`src/rtl/stream_burst_arbiter.sv`:
```
// Round-robin burst arbiter: grants one byte stream at a time for exactly BEATS
// accepted beats so each packed word downstream comes from a single source.
module stream_burst_arbiter #(
    parameter int NUM_SRC = 2,
    parameter int DW      = 8,
    parameter int BEATS   = 4,
    localparam int SW     = (NUM_SRC > 1) ? $clog2(NUM_SRC) : 1
) (
    input  logic                  clk,
    input  logic                  rst_n,
    input  logic [NUM_SRC*DW-1:0] s_data_i,
    input  logic [NUM_SRC-1:0]    s_valid_i,
    output logic [NUM_SRC-1:0]    s_ready_o,
    output logic [DW-1:0]         m_data_o,
    output logic                  m_valid_o,
    input  logic                  m_ready_i,
    output logic [SW-1:0]         m_src_o,
    output logic                  m_last_o
);

    localparam int CW = (BEATS > 1) ? $clog2(BEATS) : 1;
    localparam logic [SW-1:0] LAST_INIT = SW'(NUM_SRC - 1);
    localparam logic [CW-1:0] CNT_LAST  = CW'(BEATS - 1);

    typedef enum logic [0:0] {
        IDLE = 1'b0,
        BUSY = 1'b1
    } state_t;

    state_t          state_r;
    logic [SW-1:0]   grant_r;
    logic [SW-1:0]   last_srv_r;
    logic [CW-1:0]   cnt_r;
    logic [SW-1:0]   pick_s;
    logic            busy_s;
    logic            valid_s;
    logic            accept_s;

    // First requester strictly after 'last' in rotating order; the loop runs
    // from the farthest offset down so the nearest requester wins.
    function automatic logic [SW-1:0] rr_pick(input logic [NUM_SRC-1:0] req,
                                              input logic [SW-1:0]      last);
        logic [SW-1:0] pick;
        int            idx;
        pick = last;
        for (int i = NUM_SRC; i >= 1; i--) begin
            idx = (int'(last) + i) % NUM_SRC;
            if (req[idx]) begin
                pick = SW'(idx);
            end else begin
                pick = pick;
            end
        end
        return pick;
    endfunction

    // Combinational pass-through of the granted source while a burst is open.
    always_comb begin
        pick_s   = rr_pick(s_valid_i, last_srv_r);
        busy_s   = (state_r == BUSY);
        valid_s  = busy_s & s_valid_i[grant_r];
        accept_s = valid_s & m_ready_i;
        for (int k = 0; k < NUM_SRC; k++) begin
            if (busy_s && (grant_r == SW'(k))) begin
                s_ready_o[k] = m_ready_i;
            end else begin
                s_ready_o[k] = 1'b0;
            end
        end
        m_data_o  = s_data_i[grant_r*DW +: DW];
        m_valid_o = valid_s;
        m_src_o   = grant_r;
        m_last_o  = valid_s & (cnt_r == CNT_LAST);
    end

    // Arbitration FSM: IDLE samples requests once, BUSY counts accepted beats.
    always_ff @(posedge clk or negedge rst_n) begin
        if (!rst_n) begin
            state_r    <= IDLE;
            grant_r    <= '0;
            last_srv_r <= LAST_INIT;
            cnt_r      <= '0;
        end else begin
            case (state_r)
                IDLE: begin
                    if (|s_valid_i) begin
                        grant_r <= pick_s;
                        cnt_r   <= '0;
                        state_r <= BUSY;
                    end else begin
                        state_r <= IDLE;
                    end
                end
                BUSY: begin
                    if (accept_s) begin
                        if (cnt_r == CNT_LAST) begin
                            cnt_r      <= '0;
                            last_srv_r <= grant_r;
                            state_r    <= IDLE;
                        end else begin
                            cnt_r <= cnt_r + CW'(1);
                        end
                    end else begin
                        state_r <= BUSY;
                    end
                end
                default: begin
                    state_r <= IDLE;
                    cnt_r   <= '0;
                end
            endcase
        end
    end

endmodule

```
`config.mk`:
```
export PLATFORM = sky130hd
export DESIGN_NAME = stream_burst_arbiter
export DESIGN_NICKNAME = d
export VERILOG_FILES = /design/src/rtl/stream_burst_arbiter.sv
export SDC_FILE = /design/constraint.sdc
export NUM_CORES = 1
export LEC_CHECK = 0
export CORE_MARGIN = 5
export CORE_UTILIZATION = 28
export CTS_BUF_LIST = sky130_fd_sc_hd__clkbuf_8
export DETAILED_ROUTE_END_ITERATION = 10
export GPL_TIMING_DRIVEN = 0
export HOLD_SLACK_MARGIN = 0.06
export PLACE_DENSITY_LB_ADDON = 0.3
export SYNTH_ARGS = -nofsm -noshare
export SYNTH_HDL_FRONTEND = slang
export SYNTH_SLANG_ARGS = --single-unit
```
`constraint.sdc`:
```
create_clock -name clk -period 1.3 [get_ports clk]
set_input_delay 0.13 -clock clk [delete_from_list [all_inputs] [get_ports clk]]
set_output_delay 0.13 -clock clk [all_outputs]
set_load 0.03 [all_outputs]
```
==> summary.md <==
| Metric | Value |
|---|---|
| I/O pin cnt | 34 |
| Cell Rows | 13 |
| First-pass GRT wire length | 2.12 mm |
| WL final | between 1 and 1.5 mm |
| Core Region | 1320 sq um |
| Vias in the first global route | 525 |
| Antenna violations before repair | 0 |
| Synth-to-Final Area Change | 126% |
| Synth top area share | 25.5% |
| Placer Congestion | 0.707 |
| GRT Resource Usage Total | roughly 13% |
| Final net count | 105 |
| DRT Pass-1 Iters | 2 |
| Cell area after synthesis | 393 sq um |
| Worst hold slack | 0.131 ns |
| Multi-input gate area | 300 sq um |
| Worst setup path start | m_src_o |
| Fillers | between 100 and 150 |
| Avg Cell Area, Syn | between 9 and 10 sq um |
| CP Max Fanout | 5 |
| Status | finished with violations |
| Root buffer cell | clkbuf_8 |
| Synth top area cells | dfrtp_1 25%, mux2_2 23%, dfstp_2 6.7%, and3_1 4.8%, nand2b_1 4.8% |
| Startpoint type of the worst setup path | flip-flop |
| Lkg Pwr | 0.000426 uW |
| Worst path required time | 1.17 ns |
| Kind of critical path | flip-flop to output pin |
| Total power | 1870 uW |
| Hold-fix buffers, CTS | 0 |
| Port buffer count | 33 |
| CTS H-tree depth | 1 |
| HPWL Detailed | just under 1 mm |
| Synth Instances | 40 |
| Fin. Hold Viols | 0 |
| Fin crit share | 109% |
| Area of the die | 2250 sq um |
| Ys Warns | 0 |
| Final worst path period need | 1.42 ns |
| Synth area leader | dfrtp_1 |
| Avg WL per Cell | 13.8 microns |
| Failing checks | setup timing |
| Reg2Reg Setup Slack | -0.06 ns |
| Register area | roughly 130 sq um |
| #FFs+latches synth | 5 |
| Worst r2r src | m_src_o |
| Worst setup path endpoint | m_last_o |
| Vias | between 400 and 500 |
| Slew @ Worst Pin | between 0.3 and 0.4 ns |
| Relative slew margins | 79.4% |
| TritonCTS clock tree | done |
| Initial core utilization | between 20% and 30% |
| Total CTS buffers | 3 |
| Crit end category | output pin |
| Setup violators final | 13 |
| Clk sinks | 5 |
| Pwr Density | ~2100 nW/um^2 |
| Pin count of the biggest net entering global routing | 10 |
| DRC | 0 |
| CTS clk-pin slew, worst paths | 0.03 ns |
| Via density | 4.74 |
| Max VDD drop | 1.01 mV |
| Max Fclk | 0.703 GHz |
| Clock Tree Buf Depth | 2 |
| Synth Net Count | 62 |
| Number of antenna diodes | 0 |
| Worst skew pair latency | 0.22 ns |
| Sequential area share after synthesis | around 32% |
| DRT iter0 DRCs | 2 |
| Worst setup margin | -0.122 ns |
| Die H | 47.5 microns |
| Slowest cell on the critical path | dfrtp_2 |
| R2R depth | 4 |
| Global route total overflow | 0 |
| CP cell instances | mux2i_4 -> nor2_4 -> and2_4 -> buf_6 |
| Die Wd | 47.5 microns |
| Crit Reg-Reg Endpoint | last_srv_r |
| Clock skew | about 0.0017 ns |
| Post-synth cell types | 22 |
| Hold crit path type | primary input to async pin |
| RSZ-0062 raised after global routing | true |
| Crit path largest cell delay | around 0.44 ns |
| Post-route ant nets | 0 |
| Share of layout cells above drive strength 1 | 46.3% |
| Fin. max-slew vios | 0 |
| CP Data Arrival Time | 1.29 ns |
| Max-Cap Viols | 0 |
==> routing by layer <==
layer / vias to the layer above / part of all wire (%) / GRT usage [%]
met5: - / 0 / 0
met4: 0 / 0 / 4.97
met3: 0 / 14 / 6.39
met2: 28 / 44 / 23.8
met1: 203 / 42 / 13.7
li1: 229 / - / -
==> repair_timing <==
| item | in CTS | in global routing |
|---|---|---|
| pin swaps | 3 | 0 |
| setup endpoints to repair | 14 | 16 |
| cloned | 1 | 0 |
| gates resized for setup | 93 | 7 |
| buffers inserted | 4 | 0 |
==> worst min-delay path by stage <==
| stage | endpoint | slack, ns |
|---|---|---|
| floorplan | busy_s | -0.17 |
| global placement | cnt_r[0] | 0.36 |
| detailed placement | cnt_r[1] | 0.37 |
| CTS | cnt_r[0] | 0.13 |
| global route | cnt_r[0] | 0.14 |
| finish | cnt_r[0] | 0.13 |
==> cell usage after synthesis <==
master    n
mux2_2    8
dfrtp_1   4
a21oi_1   3
and3_1    3
inv_1     3
nand2b_1  3
a211o_1   1
a31oi_1   1
and2_1    1
and3_4    1
buf_2     1
dfstp_2   1
ha_1      1
mux2_4    1
mux2i_1   1
nand3_1   1
nor2_1    1
nor2_2    1
nor3_1    1
nor4_1    1
o21ai_0   1
o22ai_1   1
==> final cells by class <==
| class | instances | area share (%) |
|---|---|---|
| Timing Repair Buffer | 38 | 42.0 |
| Sequential cell | 5 | 14.5 |
| Tap cell | 15 | 2.11 |
| Inverter | 3 | 1.27 |
| Multi-Input combinational cell | 31 | 33.8 |
| Clock inverter | 1 | 0.423 |
| Buffer | 1 | 1.27 |
| Clock buffer | 3 | 4.65 |
==> power by group <==
part           internal [uW]  leakage (uW)  total [uW]  switching (uW)
Combinational            690      0.000345        1270             584
Clock                    202     0.0000269         272            69.7
Sequential               239     0.0000542         325            86.1
Total                   1130      0.000426        1870             739
==> metrics by stage <==
stage | utilization [%] | TNS [ns] | setup slack, ns | instances | instance area [sq um]
6_report | 67.4 | -1.05 | -0.122 | 97 | 888
5_1_grt | 67.4 | -1.73 | -0.175 | 97 | 888
4_1_cts | 66.0 | -1.08 | -0.117 | 97 | 870
3_5_place_dp | 57.2 | -5.64 | -0.603 | 88 | 753
3_3_place_gp | 57.2 | -5.51 | -0.594 | 88 | 753
2_1_floorplan | - | -0.181 | -0.181 | 40 | 404
==> flip-flops by register name, indices dropped and copies added, names as in the netlist <==
signal / cells
last_srv_r: 1
busy_s: 1
cnt_r: 2
m_src_o: 1
==> kinds of logic after synthesis <==
family / share of synthesized area (%)
fa+ha+maj: 3.18
simple gates: 20.7
compound gates: 10.5
mux: 29.3
buf+inv: 4.14
flops: 32.2
==> worst max-delay path, delay by kind of cell, from the launching register on <==
kind | cells | cell delay [ns]
buf+inv | 1 | 0.13
flops | 1 | 0.44
mux | 1 | 0.30
simple gates | 2 | 0.20
==> placed cells by master, fill, tap and decap left out, types with 2 or more instances in the layout <==
master	netlist	routed
a21oi_1	3	2
and3_1	3	3
buf_4	0	7
buf_6	0	11
clkbuf_8	0	3
clkdlybuf4s50_1	0	19
dfrtp_1	4	2
dfrtp_2	0	2
dlygate4sd2_1	0	2
inv_1	3	4
mux2_4	1	8
nand2b_1	3	3
Note: power is estimated with default switching activity, not from simulation.
